--- src/rtl/ram_pkg.sv ---
// ram_pkg: shared types and helpers for the ram_sync storage primitive.
//   ram_state_t : CLEAR (zeroing the array after reset) / IDLE (serving requests)
//   parity_f    : even-parity bit of a vector, only used when RAM_PARITY_EN is defined
package ram_pkg;

  typedef enum logic {
    CLEAR = 1'b0,
    IDLE  = 1'b1
  } ram_state_t;

  // Widest data word parity_f accepts; narrower words are zero-extended,
  // which does not change their parity.
  localparam int PARITY_MAX_W = 1024;

  // Even parity: the returned bit makes the total count of ones even.
  function automatic logic parity_f(input logic [PARITY_MAX_W-1:0] v);
    return ^v;
  endfunction

endpackage

--- src/rtl/ram_init_ctrl.sv ---
// ram_init_ctrl: post-reset clear sequencer for ram_sync.
//   clk, rst_n : clock, asynchronous active-low reset
//   done       : 1 once every word has been cleared (state is IDLE)
//   clr_we     : write-enable for the clear write of this cycle
//   clr_addr   : word address being cleared this cycle
//   state      : current FSM state, exposed for debug and checkers
// Counts 0..DEPTH-1 in CLEAR, one word per cycle, then parks in IDLE until
// the next reset. The clear therefore takes exactly DEPTH cycles.
module ram_init_ctrl
  import ram_pkg::*;
#(
  parameter int DEPTH = 8,
  parameter int AW    = $clog2(DEPTH)
) (
  input  logic          clk,
  input  logic          rst_n,
  output logic          done,
  output logic          clr_we,
  output logic [AW-1:0] clr_addr,
  output ram_state_t    state
);

  localparam logic [AW-1:0] LAST = AW'(DEPTH - 1);

  ram_state_t    state_q, state_d;
  logic [AW-1:0] cnt_q, cnt_d;

  always_ff @(posedge clk or negedge rst_n) begin
    if (!rst_n) begin
      state_q <= CLEAR;
      cnt_q   <= '0;
    end else begin
      state_q <= state_d;
      cnt_q   <= cnt_d;
    end
  end

  always_comb begin
    state_d  = state_q;
    cnt_d    = cnt_q;
    clr_we   = 1'b0;
    clr_addr = cnt_q;
    case (state_q)
      CLEAR: begin
        clr_we = 1'b1;
        if (cnt_q == LAST) state_d = IDLE;
        else               cnt_d   = cnt_q + AW'(1);
      end
      IDLE:    ;
      default: state_d = CLEAR;
    endcase
  end

  assign done  = (state_q == IDLE);
  assign state = state_q;

endmodule

--- src/rtl/ram_sync.sv ---
// ram_sync: parametrised single-port synchronous RAM with registered reads.
//   clk, rst_n : clock, asynchronous active-low reset
//   en, we     : request strobe; we=1 write, we=0 read
//   addr, wdata: word address and write data
//   ready      : high once the post-reset clear of every word has finished
//   rdata      : registered read data, held until the next accepted read
//   rvalid     : one-cycle pulse, rdata was updated by a read
//   perr       : (RAM_PARITY_EN only) parity mismatch on the read, aligned with rvalid
//   err        : one-cycle pulse, accepted request addressed a word >= DEPTH
// Handshake: a request is accepted on a rising edge where en && ready; there is
// no other back-pressure, and en while ready=0 has no effect at all.
// Build option: define RAM_PARITY_EN to store an even-parity bit per word.
module ram_sync
  import ram_pkg::*;
#(
  parameter int DW    = 8,
  parameter int DEPTH = 8,
  parameter int AW    = $clog2(DEPTH)
) (
  input  logic          clk,
  input  logic          rst_n,
  input  logic          en,
  input  logic          we,
  input  logic [AW-1:0] addr,
  input  logic [DW-1:0] wdata,
  output logic          ready,
  output logic [DW-1:0] rdata,
  output logic          rvalid,
`ifdef RAM_PARITY_EN
  output logic          perr,
`endif
  output logic          err
);

`ifdef RAM_PARITY_EN
  localparam int MW = DW + 1;   // {parity, data}
`else
  localparam int MW = DW;
`endif

  // One extra bit so DEPTH itself is representable when it is a power of two.
  localparam logic [AW:0] DEPTH_W = (AW+1)'(DEPTH);

  logic [MW-1:0] mem [DEPTH];

  logic          done, clr_we;
  logic [AW-1:0] clr_addr;
  ram_state_t    init_state;

  ram_init_ctrl #(.DEPTH(DEPTH), .AW(AW)) u_init (
    .clk      (clk),
    .rst_n    (rst_n),
    .done     (done),
    .clr_we   (clr_we),
    .clr_addr (clr_addr),
    .state    (init_state)
  );

  logic          accept, in_range;
  logic [MW-1:0] wr_word, rd_word;
  logic          mem_we;
  logic [AW-1:0] mem_waddr;
  logic [MW-1:0] mem_wdata;

  assign ready    = done;
  assign accept   = en && ready;
  assign in_range = ({1'b0, addr} < DEPTH_W);

`ifdef RAM_PARITY_EN
  assign wr_word = {parity_f(PARITY_MAX_W'(wdata)), wdata};
`else
  assign wr_word = wdata;
`endif

  // Out-of-range reads return zero rather than touching the array.
  assign rd_word = in_range ? mem[addr] : '0;

  // Clear writes own the array port while clearing; user writes only after.
  always_comb begin
    mem_we    = 1'b0;
    mem_waddr = addr;
    mem_wdata = '0;
    if (init_state == CLEAR) begin
      mem_we    = clr_we;
      mem_waddr = clr_addr;
    end else if (accept && we && in_range) begin
      mem_we    = 1'b1;
      mem_wdata = wr_word;
    end
  end

  // Array contents are not reset; the clear sequence zeroes them instead.
  always_ff @(posedge clk) begin
    if (mem_we) mem[mem_waddr] <= mem_wdata;
  end

  logic [DW-1:0] rdata_q, rdata_d;
  logic          rvalid_q, rvalid_d;
  logic          err_q, err_d;
`ifdef RAM_PARITY_EN
  logic          perr_q, perr_d;
`endif

  always_comb begin
    rdata_d  = rdata_q;
    rvalid_d = 1'b0;
    err_d    = 1'b0;
`ifdef RAM_PARITY_EN
    perr_d   = 1'b0;
`endif
    if (accept) begin
      err_d = !in_range;
      if (!we) begin
        rvalid_d = 1'b1;
        rdata_d  = rd_word[DW-1:0];
`ifdef RAM_PARITY_EN
        // A good word has an even number of ones across data and parity.
        perr_d   = ^rd_word;
`endif
      end
    end
  end

  always_ff @(posedge clk or negedge rst_n) begin
    if (!rst_n) begin
      rdata_q  <= '0;
      rvalid_q <= 1'b0;
      err_q    <= 1'b0;
`ifdef RAM_PARITY_EN
      perr_q   <= 1'b0;
`endif
    end else begin
      rdata_q  <= rdata_d;
      rvalid_q <= rvalid_d;
      err_q    <= err_d;
`ifdef RAM_PARITY_EN
      perr_q   <= perr_d;
`endif
    end
  end

  assign rdata  = rdata_q;
  assign rvalid = rvalid_q;
  assign err    = err_q;
`ifdef RAM_PARITY_EN
  assign perr   = perr_q;
`endif

endmodule
--- config.mk ---
export PLATFORM = sky130hd
export DESIGN_NAME = ram_sync
export DESIGN_NICKNAME = d
export VERILOG_FILES = /design/src/rtl/ram_pkg.sv /design/src/rtl/ram_init_ctrl.sv /design/src/rtl/ram_sync.sv
export SDC_FILE = /design/constraint.sdc
export NUM_CORES = 1
export LEC_CHECK = 0
export BUFFER_PORTS_ARGS = -buffer_cell sky130_fd_sc_hd__clkbuf_2
export CORE_MARGIN = 4
export CORE_UTILIZATION = 53
export CTS_CLUSTER_DIAMETER = 120
export CTS_CLUSTER_SIZE = 24
export DETAILED_ROUTE_END_ITERATION = 7
export MAX_ROUTING_LAYER = met4
export PLACE_DENSITY = 0.73
export SETUP_SLACK_MARGIN = 0.3
export SYNTH_ARGS = -nofsm -noshare
export SYNTH_HDL_FRONTEND = slang
export SYNTH_HIERARCHICAL = 1
export SYNTH_SLANG_ARGS = --single-unit
--- constraint.sdc ---
create_clock -name clk -period 1.7 [get_ports clk]
set_input_delay 0.085 -clock clk [delete_from_list [all_inputs] [get_ports clk]]
set_output_delay 0.085 -clock clk [all_outputs]
set_load 0.05 [all_outputs]
## Word level (Yosys, flattened, before mapping)

Memory sizes are Yosys's and may differ from the RTL's. A register that Yosys moved wholly into a read port is not among the register bits.
Cells that the tools add are included.
Widths: inputs -> output; s select.

| operators by class | value |
|---|---|
| multiply operators | 0 |
| order comparisons | 0 |
| div/mod/pow operators | 0 |
| shift-type cells | 0 |
| eq/ne operators | 1 |
| add/subtract/negate cells | 1 |
| reduce and logical (&&, ||, !) cells | 5 |
| multiplexer cells | 11 |
| bitwise logic cells | 3 |

Operator list:

| cell | number |
|---|---|
| $mux 8 | 2 |
| $mux 1 | 8 |
| $reduce_and 2->1 | 2 |
| $add 3x1->3 const B | 1 |
| $eq 3x3->1 const B | 1 |
| $mux 3 | 1 |
| $not 1->1 | 3 |
| $logic_and 1x1->1 | 2 |
| $logic_not 1->1 | 1 |

| word-level totals | value |
|---|---|
| flip-flop bits (word level) | 5 |
| bits in writable memories | 64 |
| output and inout port bits | 11 |
| input port bits | 15 |
| memories | 1 |
| word-level logic and storage cells | 25 |
| latch bits | 0 |
| bits in read-only memories | 0 |

Memories:

| name | words | width | read ports | clocked after memory_dff | write ports | line | source |
|---|---|---|---|---|---|---|---|
| mem | 8 | 8 | 1 | 1 | 1 | ram_sync.sv:44 | `logic [MW-1:0] mem [DEPTH];` |

## Logic depth before layout (Yosys ltp)

Gate-level depths: netlist of run 1.

| logic depth | value |
|---|---|
| depth in word-level cells | 6 |
| gate-level depth with buffers | 5 |
| depth with buffers taken out | 4 |

## By module

Netlist of run 1, hierarchy kept.

Modules (own cells, without submodules):

| module | area each (um2) | cells each | sequential area each (um2) | instances |
|---|---|---|---|---|
| ram_sync | 2985.4 | 182 | 2147.1 | 1 |
| ram_init_ctrl | 190.2 | 13 | 100.1 | 1 |

## Least setup slack after synthesis of run 1

No wires, ideal clock.

| timing | value |
|---|---|
| kind | reg2reg |
| from | register u_init.state_q (netlist: u_init/done) |
| to | memory mem[0][0] in the netlist's numbering, enable pin |
| required time | 1.330 ns |
| setup slack | -0.544 ns |
| arrival | 1.873 ns |
| cell stages (with the launch flop) | 5 |
| path buffers | 1 |
| clock period less this slack | 2.244 ns |
| setup time | 0.370 ns |
| path through | dfrtp_1 > buf_4 > mux2_2 > o21bai_1 > nor2_1 |

| between the ends | value |
|---|---|
| cells in the longest elaborated chain, start to end | 6 |
| elaborated cells between the ends (all ways) | 7 |
| those cells by class | mux (5); reduce/logical (2) |

Ends and longest elaborated chain:

| item | line | source |
|---|---|---|
| start, declared | ram_init_ctrl.sv:25 | `ram_state_t state_q, state_d;` |
| start signal, assigned | ram_init_ctrl.sv:33 | `state_q <= state_d;` |
| $logic_and 1x1->1 | ram_sync.sv:66 | `assign accept = en && ready;` |
| $logic_and 1x1->1 | ram_sync.sv:86 | `end else if (accept && we && in_range) begin` |
| $mux 1 | ram_sync.sv:86 |  |
| $mux 1 | ram_sync.sv:83 | `if (init_state == CLEAR) begin` |
| $mux 1 | ram_sync.sv:94 | `if (mem_we) mem[mem_waddr] <= mem_wdata;` |
| $mux 1 (not written as such) | ram_sync.sv:94 |  |
| end, declared | ram_sync.sv:44 |  |

Several ways; a longest one is shown, not always the timed one.

## Final worst setup path of run 1

| timing | value |
|---|---|
| from | register u_init.state_q (netlist: u_init/done) |
| to | memory mem[0][4] in the netlist's numbering, enable pin |

The elaborated chain is that of the path after synthesis.

==> flow_summary.yaml, run 1 <==
die:
  row_count: 27
  core_region_area_sq_um: 5640
  floorplan.die.width_um: 85.4
  initial_utilization_pct: 56.3
  io-pin-count: 26
  fp.dieH_um: 85.4
  die_area_sq_um: 7290
worst_setup_path:
  worst_r2r_endpoint: "mem[0][4]"
  reg2reg_slack_ns: 0.1
  rr_worst_depth: 3
  worstPathBufferInverterCount: 0
  critical-path-max-stage-delay_ns: 0.46
  cp_data_required_time_ns: 1.73
  cp_top_family: "flip-flops"
  setup.worst_path.class: "register to register"
  setup.worst_path.start_class: "register"
  crit_fanout: 8
  r2r_start: "u_init/done"
  crit_path_top_delay_cell: "dfrtp_2"
  worst_ep_arrival_time_ns: 1.63
  setup.worst_path.end_class: "register"
  worstPathCellList: "mux2_4 > o21bai_4 > nor2_4"
final_layout:
  fillCellCount: 359
  most_common_cell_after_layout_fill_and_taps_aside: "edfxtp_1"
  register_area_sq_um: 2250
  area_used_by_multi_input_combinational_logic_sq_um: 995
  final_design_area_no_fill_sq_um: 3800
  final_layout_size_suffix_gt1_share_pct: 42.7
  layout_common_cells: "edfxtp_1 (64), clkbuf_2 (24), mux2_2 (16), mux2i_1 (16), buf_4 (14)"
  area.growth.synth_to_final_pct: 19.7
  antenna-diode-count: 0
  nets: 253
placement:
  placed_cell_area_sq_um: 3470
  finalWeightedCongestion: 0.817
  portBuffers: 24
  detailed_placement_wirelength_estimate_mm: 4.40
clocking:
  clkLatencyLatePin_ns: 0.34
  cts_max_level: 3
  cts_max_path_buffers: 2
  cts.reportedPaths.clkPinSlew_ns: 0.08
  cts_inserted_buffers: 9
  cts_sinks: 77
  tritoncts: "yes"
  clock_tree.root_cell: "clkbuf_8"
status:
  result_of_the_run: "finished clean"
worst_hold_path:
  hold_path.startpoint: "wdata[3]"
  whs_endpoint: "mem[6][3]"
  hold_path_depth: 2
  hold_path.class: "primary input to register"
synth:
  synth_seq_cells: 77
  synth.yosys.seq_area_share_pct: 70.8
  synth-edff-count: 64
  postSynth.topFlopCell: "edfxtp_1"
  syn_inst: 195
  synth-async-reset-ratio_pct: 16.9
  post_synth.cell_area_avg_sq_um: 16.3
  synth_cell_type_count: 32
  syn_nets: 212
  syn_area_sq_um: 3180
  yosys_warnings: 6
route:
  detail_route.wirelength_mm: 6.27
  drtPass1Iterations: 4
  highest_layer: "met4"
  remaining_drc_errors: 0
  detail_routed_via_count_per_cell: 5.70
  via_count: 1783
  wl_met3_um: 287
  drt.antenna.violating_nets: 0
  routedLengthMet1_mm: 2.59
  routed-wl-met2_mm: 3.35
  detail_route.wl_per_cell_um: 20.0
  drt_first_iter_violations: 113
run:
  cap_violations: 0
sta:
  min_period_ns: 1.60
  setup_violations: 0
  finalMaxSlewViolations: 0
  number_of_endpoints_with_negative_hold_slack_in_the_final_report: 0
  worst-slew-pin-transition_ns: 0.683
  achievable-frequency_mhz: 624
  skew_ns: 0.00891
  final_min_period_over_clock_period_pct: 94.3
  max-slew-margin-rel_pct: 54.4
  fin_setup_tns_ns: 0
  hold_slack_ns: 0.116
  grt_setup_unrepaired: "true"
power_and_ir_drop:
  total_leakage_power_uw: 0.00151
  power_density_nw_per_um2: 1000
  finalPower_uw: 3810
  ir_worst_vdd_v: 0.000722
global_route:
  grt_antenna_before_repair: 0
  groute.usage.overall_pct: 19.7
  grt_max_degree: 18
  first_global_vias: 1894
  global_route_wire_length_before_repair_mm: 10.2
  grt-ovfl-total: 0
## registers in the layout, summed over array words and instances (netlist names)
name	flops
rdata	8
rvalid	1
u_init/done	1
u_init/clr_addr	3
mem	64
## final cells by class
class	count	share of cell area (%)
sequential	77	59.2
multi-input combinational	103	26.2
inverter	5	0.494
clock inverter	5	1.61
tap	72	2.37
timing repair buffer	40	6.71
clock buffer	11	3.46
## how the worst max path moves through the flow
stage | from | end | slack, ns | cells past startpoint
final | u_init/done | mem[0][4] | 0.1 | 3
after global placement | u_init/done | mem[4][0] | 0.1 | 3
after global routing | u_init/done | mem[4][4] | 0.07 | 3
after floorplan | u_init/done | mem[0][0] | -0.08 | 4
after detailed placement | addr[1] | mem[3][4] | 0.04 | 4
after CTS | u_init/done | mem[4][1] | 0.09 | 3
## report_power, final
group / internal (uW) / switching (uW) / leakage (uW) / total [uW]
Combinational: 125 / 261 / 0.000597 / 386
Clock: 681 / 653 / 0.0000858 / 1330
Sequential: 2070 / 15.9 / 0.000828 / 2090
## through the flow
stage / setup WS [ns] / cells / util (%)
6_report: 0.0972 / 313 / 67.4
5_1_grt: 0.0658 / 313 / 67.4
4_1_cts: 0.0945 / 312 / 66.4
3_5_place_dp: 0.0441 / 290 / 61.5
3_3_place_gp: 0.0972 / 290 / 61.5
2_1_floorplan: -0.0753 / 195 / -
## cells by family (layout without fill, tap and decap cells)
group,after synthesis,after routing,synth area share [%]
mux,35,35,12.0
compound gates,30,30,7.09
buf+inv,15,61,3.47
flops,77,77,70.8
other cells,1,1,0.118
xor+xnor,1,1,0.276
simple gates,34,34,5.48
fa+ha+maj,2,2,0.788
## per-layer routing
| layer | track usage [%] | up-vias |
|---|---|---|
| li1 | - | 827 |
| met1 | 24.5 | 898 |
| met2 | 31.9 | 52 |
| met3 | 3.79 | 6 |
| met4 | 7.91 | 0 |
| met5 | - | - |
## cells in the mapped netlist, drive strengths merged, types with 2 or more instances
cell type,count,area (sq um)
and2,8,50.1
mux2,19,221
nor2b,3,18.8
a22oi,2,15.0
ha,2,25.0
dfrtp,13,325
mux2i,16,160
inv,5,18.8
edfxtp,64,1920
buf,7,70.1
o31ai,8,60.1
clkbuf,3,21.3
a2bb2oi,2,17.5
a22o,8,70.1
nand2,9,33.8
o22ai,8,50.1
nor2,11,48.8
## timing repair
item,4_1_cts,5_1_grt
pin swaps,7,10
hold endpoints to repair,13,0
setup endpoints to repair,129,67
hold buffers,1,0
buffers inserted,5,1
resized for setup,6,9
cloned,0,0
Power figures use the tool's default switching activity.
==> run 2: changes to the inputs <==
--- a/config.mk
+++ b/config.mk
@@ -8,12 +8,13 @@
 export BUFFER_PORTS_ARGS = -buffer_cell sky130_fd_sc_hd__clkbuf_2
 export CORE_MARGIN = 4
 export CORE_UTILIZATION = 53
+export CTS_BUF_LIST = sky130_fd_sc_hd__clkbuf_8 sky130_fd_sc_hd__clkbuf_16
 export CTS_CLUSTER_DIAMETER = 120
-export CTS_CLUSTER_SIZE = 24
 export DETAILED_ROUTE_END_ITERATION = 7
 export MAX_ROUTING_LAYER = met4
 export PLACE_DENSITY = 0.73
 export SETUP_SLACK_MARGIN = 0.3
+export SKIP_CTS_REPAIR_TIMING = 1
 export SYNTH_ARGS = -nofsm -noshare
 export SYNTH_HDL_FRONTEND = slang
 export SYNTH_HIERARCHICAL = 1
==> flow_summary.yaml, run 2 (synthesis gave the netlist of run 1 again) <==
worst_setup_path:
  cp_data_required_time_ns: 1.72
  worst_ep_arrival_time_ns: 1.64
  setup.worst_path.class: "register to register"
  setup.worst_path.start_class: "register"
  crit_fanout: 8
  setup.worst_path.end_class: "register"
route:
  detail_route.wirelength_mm: 6.21
  remaining_drc_errors: 0
  via_count: 1752
  drtPass1Iterations: 5
  drt.antenna.violating_nets: 0
  drt_first_iter_violations: 124
  detail_route.wl_per_cell_um: 19.9
  detail_routed_via_count_per_cell: 5.62
power_and_ir_drop:
  finalPower_uw: 3800
  total_leakage_power_uw: 0.00150
  ir_worst_vdd_v: 0.000703
  power_density_nw_per_um2: 1010
final_layout:
  final_design_area_no_fill_sq_um: 3760
  final_layout_size_suffix_gt1_share_pct: 40.8
  antenna-diode-count: 0
  area.growth.synth_to_final_pct: 18.4
  largest_register_ff_count: 64
  largest_register: "mem"
  layout_common_cells: "edfxtp_1 (64), clkbuf_2 (23), mux2_2 (16), mux2i_1 (16), buf_4 (13)"
  most_common_cell_after_layout_fill_and_taps_aside: "edfxtp_1"
  nets: 252
  layoutNonFillerInstCount: 312
die:
  die_area_sq_um: 7290
  fp.dieH_um: 85.4
  io-pin-count: 26
  core_region_area_sq_um: 5640
  row_count: 27
  floorplan.die.width_um: 85.4
  initial_utilization_pct: 56.3
global_route:
  grt-ovfl-total: 0
  grt_max_degree: 18
  first_global_vias: 1828
  global_route_wire_length_before_repair_mm: 9.86
  groute.usage.overall_pct: 19.1
  grt_antenna_before_repair: 0
placement:
  portBuffers: 24
  dp_cells: 290
  detailed_placement_wirelength_estimate_mm: 4.40
  placed_cell_area_sq_um: 3470
  finalWeightedCongestion: 0.817
  dp_slack_ns: 0.0441
sta:
  worst_slack_ns: 0.0809
  min_period_ns: 1.62
  achievable-frequency_mhz: 618
  grt_setup_unrepaired: "true"
  skew_ns: 0.00836
  number_of_endpoints_with_negative_hold_slack_in_the_final_report: 0
  worst-slew-pin-transition_ns: 0.643
  final_min_period_over_clock_period_pct: 95.2
  finalMaxSlewViolations: 0
  max-slew-margin-rel_pct: 57.1
  setup_violations: 0
clocking:
  cts_max_level: 3
  cts_inserted_buffers: 9
  cts_sinks: 77
  clock_tree.root_cell: "clkbuf_8"
  clkLatencyLatePin_ns: 0.34
  tritoncts: "yes"
  cts_max_path_buffers: 2
  cts.reportedPaths.clkPinSlew_ns: 0.08
status:
  result_of_the_run: "finished clean"
run:
  cap_violations: 0
worst_hold_path:
  hold_path.class: "primary input to register"
[run 2: final timing paths]
path,from,endpoint,slack [ns],depth (start not counted)
max in group asynchronous,rst_n,u_init/done,1.20,2
worst max register to register,u_init/done,mem[4][4],0.08,3
min in group asynchronous,rst_n,rdata[2],0.20,2
worst min register to register,rdata[4],rdata[4],0.49,2
worst min-delay path,wdata[3],mem[6][3],0.12,2
worst max-delay path,u_init/done,mem[4][4],0.08,3
[run 2: layout make-up]
class                           instances  area (sq um)
Tap cell                               72          90.1
Sequential cell                        77          2250
Clock inverter                          7          68.8
Clock buffer                            9           124
Multi-Input combinational cell        103           965
Inverter                                5          18.8
Timing Repair Buffer                   39           245
Fill cell                             362          1880
[run 2: worst max-delay path, cell delays in order (launching register included)]
cell and delay (ns):
dfrtp_2 0.46, mux2_4 0.32, o21bai_4 0.23, nor2_4 0.29
[run 2: layer usage]
layer | share of wire, % | vias up | global-route usage [%]
met5 | 0 | - | -
met3 | 4.3 | 4 | 3.79
met1 | 42 | 883 | 24.0
met4 | 0.74 | 0 | 7.91
li1 | - | 820 | -
met2 | 53 | 45 | 30.2
[run 2: power breakdown]
part           internal (uW)  leakage [uW]  switching (uW)
Clock                    669     0.0000941             648
Combinational            129      0.000581             264
Sequential              2070      0.000828            16.0
Total                   2870       0.00150             929
[run 2: per-stage QoR]
stage                     utilization (%)  TNS (ns)  hold WS [ns]
after global routing                 66.6         0         0.110
final                                66.6         0         0.117
after CTS                            65.0         0        -0.348
after global placement               61.5         0        0.0166
after floorplan                         -     -2.40        -0.211
after detailed placement             61.5         0        0.0265
==> run 3: changes to the inputs <==
--- a/config.mk
+++ b/config.mk
@@ -5,7 +5,7 @@
 export SDC_FILE = /design/constraint.sdc
 export NUM_CORES = 1
 export LEC_CHECK = 0
-export BUFFER_PORTS_ARGS = -buffer_cell sky130_fd_sc_hd__clkbuf_2
+export BUFFER_PORTS_ARGS = -buffer_cell sky130_fd_sc_hd__buf_2
 export CORE_MARGIN = 4
 export CORE_UTILIZATION = 53
 export CTS_BUF_LIST = sky130_fd_sc_hd__clkbuf_8 sky130_fd_sc_hd__clkbuf_16
==> flow_summary.yaml, run 3 (synthesis gave the netlist of run 1 again) <==
worst_setup_path:
  setup.worst_path.end_class: "register"
  cp_data_required_time_ns: 1.73
  setup.worst_path.start: "u_init/done"
  setup.worst_path.start_class: "register"
  r2r_start: "u_init/done"
  worst_ep_arrival_time_ns: 1.61
  crit_fanout: 8
  setup.worst_path.class: "register to register"
  reg2reg_slack_ns: 0.12
die:
  die_area_sq_um: 7290
  core_region_area_sq_um: 5640
  floorplan.die.width_um: 85.4
  row_count: 27
  initial_utilization_pct: 56.3
  io-pin-count: 26
  fp.dieH_um: 85.4
placement:
  detailed_placement_wirelength_estimate_mm: 4.64
  finalWeightedCongestion: 0.899
  dp_slack_ns: 0.0772
  dp_cells: 291
  portBuffers: 24
sta:
  worst_slack_ns: 0.119
  setup_violations: 0
  achievable-frequency_mhz: 632
  finalMaxSlewViolations: 0
  worst-slew-pin-transition_ns: 0.596
  fin_setup_tns_ns: 0
  grt_setup_unrepaired: "true"
  max-slew-margin-rel_pct: 60.2
  min_period_ns: 1.58
  final_min_period_over_clock_period_pct: 93.0
  skew_ns: 0.00652
  number_of_endpoints_with_negative_hold_slack_in_the_final_report: 0
final_layout:
  final_layout_size_suffix_gt1_share_pct: 41.3
  layout_common_cells: "edfxtp_1 (64), buf_2 (24), mux2_2 (16), mux2i_1 (16), buf_4 (15)"
  antenna-diode-count: 0
  layoutNonFillerInstCount: 314
  nets: 254
  largest_register: "mem"
  area.growth.synth_to_final_pct: 20.8
  most_common_cell_after_layout_fill_and_taps_aside: "edfxtp_1"
  largest_register_ff_count: 64
  post-route-util_pct: 68.0
route:
  remaining_drc_errors: 0
  detail_routed_via_count_per_cell: 5.62
  drt_first_iter_violations: 193
  detail_route.wirelength_mm: 6.61
  routedLengthMet1_mm: 2.68
  drtPass1Iterations: 5
  routed-wl-met2_mm: 3.60
  via_count: 1766
  highest_layer: "met4"
  detail_route.wl_per_cell_um: 21.0
  drt.antenna.violating_nets: 0
  wl_met3_um: 192
global_route:
  grt_max_degree: 18
  groute.usage.overall_pct: 20.2
  grt-ovfl-total: 0
  global_route_wire_length_before_repair_mm: 10.3
  grt_antenna_before_repair: 0
  first_global_vias: 1885
power_and_ir_drop:
  power_density_nw_per_um2: 1110
  total_leakage_power_uw: 0.00156
  share_clk_of_total_power_pct: 41.6
  power.switching_uw: 920
  comb_power_share_pct: 9.2
  power.share.switching_pct: 21.7
  internal_dissipation_uw: 3320
  ir_worst_vdd_v: 0.00107
  power.sequential.fraction_pct: 49.2
clocking:
  clock_tree.root_cell: "clkbuf_8"
  tritoncts: "yes"
  cts.reportedPaths.clkPinSlew_ns: 0.08
  clkLatencyLatePin_ns: 0.34
  cts_max_level: 3
  cts_max_path_buffers: 2
  cts_sinks: 77
  cts_inserted_buffers: 9
worst_hold_path:
  hold_path.startpoint: "wdata[2]"
  hold_path.class: "primary input to register"
run:
  cap_violations: 0
status:
  result_of_the_run: "finished clean"
[run 3: cell types whose count changed in the layout (fill, tap and decap cells not counted), sizes merged]
cell and delta:
clkinvlp -3, clkbuf -23, bufinv +3, buf +25
[run 3: worst paths after layout]
kind	endpoint	depth (start not counted)
worst max-delay path	mem[2][4]	3
worst min-delay path	mem[5][2]	2
worst max register to register	mem[2][4]	3
worst min register to register	rdata[3]	2
max in group asynchronous	u_init/done	2
min in group asynchronous	rdata[5]	2
[run 3: final cells by class]
class | instances | area, sq um
clock buffers | 9 | 124
clock inverters | 7 | 138
fillers | 369 | 1810
inverters | 5 | 18.8
multi-input cells | 103 | 963
flip-flops and latches | 77 | 2250
well taps | 72 | 90.1
repair buffers | 41 | 254
[run 3: worst max-delay path, cell delays in order, from the launching register on]
cell      delay (ns)
dfrtp_2         0.45
mux2_4          0.32
o21bai_4        0.24
nor2_4          0.26
[run 3: metal layers]
metal,vias to the layer above,global-route usage [%]
li1,822,-
met1,896,23.9
met2,36,33.4
met3,12,3.59
met4,0,9.78
met5,-,-
[run 3: power by group through the flow]
stage                     clock network [uW]  registers [uW]  logic (uW)
after floorplan                            0            2230         177
after global placement                     0            2130         378
after detailed placement                   0            2130         386
after CTS                               1780            2090         387
after global routing                    1870            2090         414
final                                   1760            2090         390
[run 3: stage by stage]
step                cell area (sq um)  hold WS [ns]  power [uW]
detailed placement               3480        0.0145        2520
global route                     3840         0.128        4380
CTS                              3740        -0.359        4250
global placement                 3480       0.00264        2510
floorplan                        3300        -0.211        2410
finish                           3840         0.131        4240
